<file path="config.mk">
export PLATFORM = sky130hd
export DESIGN_NAME = disp_scan_ctrl
export DESIGN_NICKNAME = d
export VERILOG_FILES = /design/src/rtl/disp_scan_ctrl_pkg.sv /design/src/rtl/disp_scan_ctrl_hex_code.sv /design/src/rtl/disp_scan_ctrl.sv
export SDC_FILE = /design/constraint.sdc
export NUM_CORES = 1
export LEC_CHECK = 0
export ABC_AREA = 1
export CORE_ASPECT_RATIO = 1.2
export CORE_UTILIZATION = 50
export CTS_CLUSTER_DIAMETER = 120
export DETAILED_ROUTE_END_ITERATION = 7
export PLACE_DENSITY = 0.76
export SLEW_MARGIN = 20
export SYNTH_ARGS = -nofsm -noshare
export SYNTH_HDL_FRONTEND = slang
export SYNTH_SLANG_ARGS = --single-unit
</file>
<file path="constraint.sdc">
create_clock -name clk -period 1.8 [get_ports clk]
set_clock_uncertainty 0.15 [all_clocks]
set_input_delay 0.36 -clock clk [delete_from_list [all_inputs] [get_ports clk]]
set_output_delay 0.36 -clock clk [all_outputs]
set_load 0.005 [all_outputs]
</file>
<file path="src/rtl/disp_scan_ctrl_pkg.sv">
// Shared definitions for the multiplexed 7-segment scan controller.
package disp_scan_ctrl_pkg;

  typedef enum logic [1:0] {
    ST_OFF   = 2'd0,
    ST_DRIVE = 2'd1,
    ST_BLANK = 2'd2
  } disp_state_e;

  // Segments and anodes are active-low, so "dark" is all ones.
  localparam logic [7:0] SEG_OFF = 8'hFF;
  localparam logic [7:0] AN_OFF  = 8'hFF;

endpackage

</file>
<file path="src/rtl/disp_scan_ctrl_hex_code.sv">
// Hex nibble to active-low 7-segment glyph (bits 6..0 = g..a).
module hex_code (
  input  logic [3:0] nib,
  output logic [6:0] seg_n
);

  always_comb begin
    seg_n = 7'h7F;
    unique case (nib)
      4'h0: seg_n = 7'h40;
      4'h1: seg_n = 7'h79;
      4'h2: seg_n = 7'h24;
      4'h3: seg_n = 7'h30;
      4'h4: seg_n = 7'h19;
      4'h5: seg_n = 7'h12;
      4'h6: seg_n = 7'h02;
      4'h7: seg_n = 7'h78;
      4'h8: seg_n = 7'h00;
      4'h9: seg_n = 7'h10;
      4'hA: seg_n = 7'h08;
      4'hB: seg_n = 7'h03;
      4'hC: seg_n = 7'h46;
      4'hD: seg_n = 7'h21;
      4'hE: seg_n = 7'h06;
      4'hF: seg_n = 7'h0E;
      default: seg_n = 7'h7F;
    endcase
  end

endmodule

</file>
<file path="src/rtl/disp_scan_ctrl.sv">
// Multiplexed 7-segment scan controller with frame-synchronous value update.
// Optional leading-zero blanking when DISP_LZ_BLANK_EN is defined.
module disp_scan_ctrl
  import disp_scan_ctrl_pkg::*;
#(
  parameter int NUM_DIGITS  = 8,
  parameter int REFRESH_DIV = 50000,
  parameter int DEAD_CYCLES = 16
) (
  input  logic                    clk,
  input  logic                    rst_n,
  input  logic                    en,
  input  logic [4*NUM_DIGITS-1:0] value,
  input  logic                    load,
  input  logic [NUM_DIGITS-1:0]   dp_mask,
  output logic [7:0]              seg_n,
  output logic [NUM_DIGITS-1:0]   an_n,
  output logic                    frame_done
);

  localparam int DW   = (NUM_DIGITS > 1) ? $clog2(NUM_DIGITS) : 1;
  localparam int CMAX = (REFRESH_DIV > DEAD_CYCLES) ? REFRESH_DIV : DEAD_CYCLES;
  localparam int CW   = (CMAX > 1) ? $clog2(CMAX) : 1;

  localparam logic [CW-1:0] DRV_LAST = CW'(REFRESH_DIV - 1);
  localparam logic [CW-1:0] BLK_LAST = CW'(DEAD_CYCLES - 1);
  localparam logic [DW-1:0] DIG_LAST = DW'(NUM_DIGITS - 1);

  disp_state_e                 state;
  logic [CW-1:0]               cnt;
  logic [DW-1:0]               dig;
  logic [NUM_DIGITS-1:0][3:0]  staging;
  logic [NUM_DIGITS-1:0][3:0]  shadow;
  logic                        drv_tc;
  logic                        boundary;
  logic [3:0]                  sel_nib;
  logic [6:0]                  glyph_n;
  logic                        lz_blank;

  // One counter serves both the drive period and the dead gap.
  assign drv_tc   = (state == ST_DRIVE) && (cnt == DRV_LAST);
  assign boundary = en && drv_tc && (dig == DIG_LAST);
  assign frame_done = boundary;

  always_ff @(posedge clk or negedge rst_n) begin
    if (!rst_n) begin
      state <= ST_OFF;
      cnt   <= '0;
      dig   <= '0;
    end else if (!en) begin
      state <= ST_OFF;
      cnt   <= '0;
      dig   <= '0;
    end else begin
      unique case (state)
        ST_OFF: begin
          state <= ST_DRIVE;
          cnt   <= '0;
          dig   <= '0;
        end
        ST_DRIVE: begin
          if (drv_tc) begin
            state <= ST_BLANK;
            cnt   <= '0;
            dig   <= (dig == DIG_LAST) ? '0 : dig + 1'b1;
          end else begin
            cnt <= cnt + 1'b1;
          end
        end
        ST_BLANK: begin
          if (cnt == BLK_LAST) begin
            state <= ST_DRIVE;
            cnt   <= '0;
          end else begin
            cnt <= cnt + 1'b1;
          end
        end
        default: begin
          state <= ST_OFF;
          cnt   <= '0;
          dig   <= '0;
        end
      endcase
    end
  end

  // Shadow only changes at the wrap, so a frame never mixes two values;
  // a load landing on the wrap cycle bypasses staging.
  always_ff @(posedge clk or negedge rst_n) begin
    if (!rst_n) begin
      staging <= '0;
      shadow  <= '0;
    end else begin
      if (load)     staging <= value;
      if (boundary) shadow  <= load ? value : staging;
    end
  end

  assign sel_nib = shadow[dig];

  hex_code u_hex (
    .nib   (sel_nib),
    .seg_n (glyph_n)
  );

`ifdef DISP_LZ_BLANK_EN
  // Blank digit i>0 when it and every more-significant nibble are zero.
  always_comb begin
    lz_blank = (dig != '0);
    for (int j = 0; j < NUM_DIGITS; j++)
      if ((j >= int'(dig)) && (shadow[j] != 4'h0)) lz_blank = 1'b0;
  end
`else
  assign lz_blank = 1'b0;
`endif

  // Gating with en darkens the outputs on the same edge the FSM drops to OFF.
  always_ff @(posedge clk or negedge rst_n) begin
    if (!rst_n) begin
      seg_n <= SEG_OFF;
      an_n  <= AN_OFF[NUM_DIGITS-1:0];
    end else if (en && (state == ST_DRIVE)) begin
      seg_n <= {~dp_mask[dig], (lz_blank ? 7'h7F : glyph_n)};
      an_n  <= ~(NUM_DIGITS'(1) << dig);
    end else begin
      seg_n <= SEG_OFF;
      an_n  <= AN_OFF[NUM_DIGITS-1:0];
    end
  end

endmodule

</file>
==> results.cfg <==
[detailed_routing]
num_vias = 4268
drc_errors = 0
postRouteAntennaNets = 0
avgViaCountPerCell = 5.14
first_pass_iters = 6
routed_wl_microns = 11700
wire_per_inst_microns = 14.1
initialDrtViolationCount = 281

[cts]
cts_max_level = 3
path_clk_slew_ps = 60
clkSinkCount = 101
tritoncts = built
clk-insertion-delay-late_ps = 350
root_buffer = clkbuf_16
cts_buffers = 9
cts_max_path_buffers = 2

[cells_and_area]
layout_common_cells = nand2_1, dfrtp_1, buf_4
multiInputGateArea_sq_um = 2340
antenna_cells = 0
final_common_cell = nand2_1
final_util_pct = 70.3
fillers = 711
seq_area_sq_um = 2550
area_growth_pct = 36.4
final_nets = 763
drive_gt1_share_pct = 25.3

[timing]
fmax_ghz = 0.498
period_minus_slack_ps = 2010
slew_violations = 0
fin_ws_ps = -207
setup_viol = 18
max_slew_margin_pct = 64.7
hold_violations = 0
tightest_slew_ps = 530
worst_hold_slack_ps = 322
rsz0062_at_grt = true
finalCritPeriodShare_pct = 111

[power]
p_sw_w = 0.00179
p_sw_share_pct = 29.0
pwr-share-comb_pct = 26.5
intPower_w = 0.00439
pwr-share-clk_pct = 33.1
cellLeakagePower_nw = 3.15
p_per_area_nw_per_um2 = 920
p_seq_share_pct = 40.4
ir_worst_vdd_uv = 529

[global_route]
grtUsageMet1_pct = 28.1
grt-ovfl-total = 0
grt_max_degree = 102
grt_pass1_wl_microns = 20000
met2_usage_pct = 43.8
track_usage_pct = 24.7
busiest_layer = met2
antenna_found_initial = 0
first_global_vias = 4433
met3_usage_pct = 4.66

[logic_synthesis]
ys_seq_area_share_pct = 51.7
ys_ff_latch = 101
synth-edff-count = 0
yosysUniqueCellTypes = 33
synth_nets = 649
ys_warn_count = 0
syn_area_sq_um = 4930
ys.flop_type = dfrtp_1
postSynth.asyncResetShare_pct = 100
synth_cells = 588
avgSynthCellArea_sq_um = 8.38

[die]
core-area_sq_um = 9560
start_util_pct = 51.5
die_y_microns = 111
rows = 39
die_area_sq_um = 10300
fp.dieW_microns = 92.6
pin_count = 61

[critical_path]
cp-end-kind = output pin
timing.rr.start = dig[0]$_DFFE_PN0P_
crit_required_ps = 1290
worstSetupPathType = register to output pin
r2r_slack_ps = -180
reg2reg_to = seg_n[2]$_DFF_PN1_
critPathArrivalTime_ps = 1500
ff2ff_path_depth = 12
startpoint_type = register
worstPathMaxFanout = 2

[hold_path]
hold_class = register to register
hp-start = staging[17]$_DFF_PN0_
holdPathStages = 2
whs_endpoint = staging[17]$_DFF_PN0_

[placed_design]
globalplace.congestion = 0.827
hpwl_microns = 7210
place_ws_ps = -424
port_buffers = 60

[outcome]
violations = setup timing
outcome = finished, violations left

[run]
drv_cap = 0
==> metal layers <==
layer	vias to the layer above	part of all wire (%)
met5	-	0
met4	0	4.0
met3	46	5.2
met2	154	53
met1	2016	38
li1	2052	-
==> sequential cells by signal (all words and copies together) (netlist names) <==
name / cells
cnt: 16
seg_n: 8
an_n: 8
dig: 3
staging: 32
state: 2
shadow: 32
==> cells in the mapped netlist (2+ instances only) <==
cell type	n	area (sq um)
nand3_1	41	205
ha_1	17	213
nand3_4	2	35.0
xnor2_1	3	26.3
inv_2	3	11.3
nand4_1	2	12.5
nor2_4	3	33.8
xor2_1	7	61.3
o22ai_1	2	12.5
o21ai_0	14	70.1
inv_1	45	169
nor2_2	10	62.6
nor3_1	4	20.0
dfrtp_1	85	2130
nor2_1	35	131
buf_4	2	15.0
nand3_2	3	30.0
o21ai_1	17	85.1
nand2_2	5	31.3
dfstp_2	16	420
buf_6	8	90.1
clkbuf_1	7	26.3
nand2_1	245	920
nand2_4	2	22.5
buf_2	2	10.0
==> worst max-delay path, cell delays in order (launching register included) <==
cell      delay (ps)
dfrtp_1          410
ha_4             180
ha_4             150
inv_4             50
nor2_4           130
nand3_4          100
clkinv_4          60
buf_6             80
==> stage by stage <==
stage          instance area [sq um]  instances  power (W)  setup TNS, ps
3_5_place_dp                    5930        799    0.00372          -9280
3_3_place_gp                    5930        799    0.00368          -7730
6_report                        6720        830    0.00618          -1420
4_1_cts                         6560        825    0.00600          -2900
2_1_floorplan                   4960        588    0.00327          -77.9
5_1_grt                         6720        830    0.00646          -5560
==> area by class of cell <==
type / instances / area share [%]
Clock buffer: 10 / 3.41
Clock inverter: 6 / 1.28
Inverter: 50 / 3.13
Multi-Input combinational cell: 418 / 34.8
Sequential cell: 101 / 37.9
Tap cell: 123 / 2.29
Timing Repair Buffer: 122 / 17.1
==> power groups by stage <==
| stage | combinational (W) | clock, W | sequential (W) |
|---|---|---|---|
| 2_1_floorplan | 0.000727 | 0 | 0.00254 |
| 3_3_place_gp | 0.00115 | 0 | 0.00252 |
| 3_5_place_dp | 0.00119 | 0 | 0.00253 |
| 4_1_cts | 0.00143 | 0.00207 | 0.00249 |
| 5_1_grt | 0.00178 | 0.00218 | 0.00251 |
| 6_report | 0.00164 | 0.00205 | 0.00249 |
==> repair_timing <==
action	4_1_cts	5_1_grt
hold buffers	1	0
endpoints found under the setup margin	56	59
gates resized for setup	68	33
setup buffers	8	5
pin swaps	31	19
gates cloned	2	1
hold endpoints to repair	85	0
==> kinds of logic after synthesis <==
family,after synthesis,synth area share [%]
AOI/OAI and AO/OA,36,3.99
xor gates and xnor gates,10,1.78
buffers and inverters,70,7.24
adders and majority gates,17,4.32
and+or+nand+nor,354,31.0
DFF,101,51.7
==> how the worst max path moves through the flow <==
stage                                  start                 end  slack (ps)  cells past startpoint
final                     dig[1]$_DFFE_PN0P_          frame_done        -210                      7
after global routing      dig[1]$_DFFE_PN0P_          frame_done        -290                      7
after CTS                 dig[1]$_DFFE_PN0P_          frame_done        -190                      7
after detailed placement                  en          frame_done        -420                      6
after global placement                    en          frame_done        -410                      6
after floorplan           dig[0]$_DFFE_PN0P_  seg_n[1]$_DFF_PN1_         -20                     12
(Power assumes the default switching activity.)
==> RTL edit: new RTL, same settings <==
Re-encode `disp_state_e` (3 states) as one-hot, 3 bits wide.
--- a/src/rtl/disp_scan_ctrl_pkg.sv
+++ b/src/rtl/disp_scan_ctrl_pkg.sv
@@ -2,8 +2,8 @@
 package disp_scan_ctrl_pkg;
 
-  typedef enum logic [1:0] {
-    ST_OFF   = 2'd0,
-    ST_DRIVE = 2'd1,
-    ST_BLANK = 2'd2
+  typedef enum logic [2:0] {
+    ST_OFF   = 3'b001,
+    ST_DRIVE = 3'b010,
+    ST_BLANK = 3'b100
   } disp_state_e;
 
Function: no difference found for any inputs over 10 cycles, from zero or initial values and one cycle with rst_n low; not proved beyond that.
==> RTL edit against the unedited design <==
  * The run still ends with negative setup slack left
  * Largest cell class unchanged
  * Setup slack worse by 0.049 ns
  * Synthesized cell count increased by 2.6%
  * Register-to-register slack worse by 0.08 ns
  * Design area is 7.6% higher
  * Critical path depth grew 5
  * Wire length grew 18%
  * Power decreased by 9.6%
  * Largest power group unchanged
  * Die area grew 0.53%
  * Sequential cell count up 1
  * Clock power increased by 5%
  * Synthesized area increased by 0.53%
==> RTL edit: results (changes against the unedited design) <==
| Group | Item | Value | Delta |
| --- | --- | --- | --- |
| status | Outcome | finished with violations |  |
| status | Violations in the final reports | negative setup slack |  |
| global route | Vias in the first global route | 4436 | +0.068% |
| logic synthesis | Cell types with the highest counts after synthesis | sky130_fd_sc_hd__nand2_1, sky130_fd_sc_hd__dfrtp_1, sky130_fd_sc_hd__inv_1 |  |
| pwr | Leak Pwr | 3.38 nW | +7.4% |
| sta | Number of endpoints failing setup at the final stage | 43 | +25 |
| finish | Count of buffers not belonging to the clock network in the layout | 142 | +16% |
| logic synthesis | Fraction of the mapped netlist area in compound gates | 0.0520 | +0.0122 |
| setup path | Slowest library cell on the worst path | sky130_fd_sc_hd__dfrtp_2 |  |
| setup path | Max FO, Critical Path | 7 | +5 |
| finish | Layout inverter count without the clock tree | 63 | +26% |
| place | Placed cell count | 825 | +3.3% |
| finish | Final Net Count | 793 | +3.9% |
| finish | Filler cells | 619 | -13% |
| finish | Sequential cell area in the final layout | 0.00258 mm² | +1.1% |
| floorplanning | Die X-Extent | 92.9 µm | +0.26% |
| routing | Iter 0 DRT Violations | 392 | +40% |
| pwr | Clock network fraction of design power | 0.386 | +0.055 |
| logic synthesis | Portion of the post-synthesis area used by sequential elements | 0.519 | +0.00256 |
| logic synthesis | Count of different cell masters after synthesis | 32 | -3.0% |
| sta | Worst-Margin Slew | 0.415 ns | -0.115 ns |
| place | HPWL after detailed placement | 7.53 mm | +4.4% |
| logic synthesis | Syn nets | 660 | +1.7% |
| sta | Setup ws final | -0.256 ns | -0.0490 ns |
| finish | Clock network contribution to total cell area | 0.0455 | -0.00141 |
| logic synthesis | Average footprint of a synthesized cell | 8.22 µm² | -2.0% |
| routing | Total vias in the final route | 4541 | +6.4% |
| place | Standard cell area after detailed placement | 0.00608 mm² | +2.4% |
| logic synthesis | Flip-flop and latch count after synthesis | 102 | +0.99% |
| global route | Pin count of the biggest net entering global routing | 43 | -58% |
| finish | Fraction of layout cells with a size suffix above 1 | 0.317 | +0.0640 |
| pwr | Proportion of power drawn by combinational gates | 0.171 | -0.094 |
| logic synthesis | Fraction of the mapped netlist area in adder cells | 0.0328 | -0.0103 |
| clock tree | Clock slew seen by the registers of the worst setup and hold paths | 0.08 ns | +0.02 ns |
| global route | Wire length of the first global-routing pass | 20.3 mm | +1.7% |
| routing | Average detailed-routed wire length per instance | 16.0 µm | +13% |
| routing | Number of iterations in the first detailed-routing pass | 5 | -1 |
| worst hold path | Path class of the lowest-slack min-delay path | input pin to async pin |  |
| finish | NonClk Buf Share | 0.198 | +0.0261 |
[RTL edit: final timing paths]
| kind | start | cells past startpoint | slack, ns | to |
|---|---|---|---|---|
| setup / recovery | dig[0]$_DFFE_PN0P_ | 12 | -0.26 | seg_n[6]$_DFF_PN1_ |
| hold / removal | rst_n | 2 | 0.33 | staging[20]$_DFF_PN0_ |
| setup reg to reg | dig[0]$_DFFE_PN0P_ | 12 | -0.26 | seg_n[6]$_DFF_PN1_ |
| hold reg to reg | staging[19]$_DFF_PN0_ | 2 | 0.33 | staging[19]$_DFF_PN0_ |
| max in group asynchronous | rst_n | 3 | 0.57 | state[0]$_DFFE_PN1P_ |
| min in group clk | staging[19]$_DFF_PN0_ | 2 | 0.33 | staging[19]$_DFF_PN0_ |
[RTL edit: timing repair]
action,4_1_cts,5_1_grt
setup endpoints to repair,56,58
hold endpoints to repair,13,0
cloned,2,5
setup buffers,8,8
pin swaps,29,35
resized for setup,81,85
hold buffers,1,0
[RTL edit: critical path: cells and delay by family, from the launching register on]
kind            cells  cell delay [ns]
compound gates      1             0.24
flops               1             0.40
buf+inv             3             0.46
simple gates        7             0.59
fa+ha+maj           1             0.14
[RTL edit: routing by layer]
layer,wire (µm),part of all wire,vias up,global-route usage
li1,-,-,2146,-
met1,5560,0.40,2164,0.320
met2,7040,0.51,182,0.415
met3,678,0.049,49,0.0412
met4,542,0.039,0,0.110
met5,0,0,-,0
[RTL edit: stage by stage]
step	TNS (ns)	setup slack, ns	hold WS, ns	utilization	total power, mW
after global routing	-6.24	-0.326	0.346	0.756	5.80
after CTS	-1.00	-0.190	0.328	0.707	5.43
after floorplan	-0.107	-0.0609	-0.0856	-	2.86
after global placement	-14.51	-0.509	0.166	0.635	3.20
final	-2.81	-0.256	0.325	0.756	5.59
after detailed placement	-16.39	-0.529	0.171	0.635	3.23
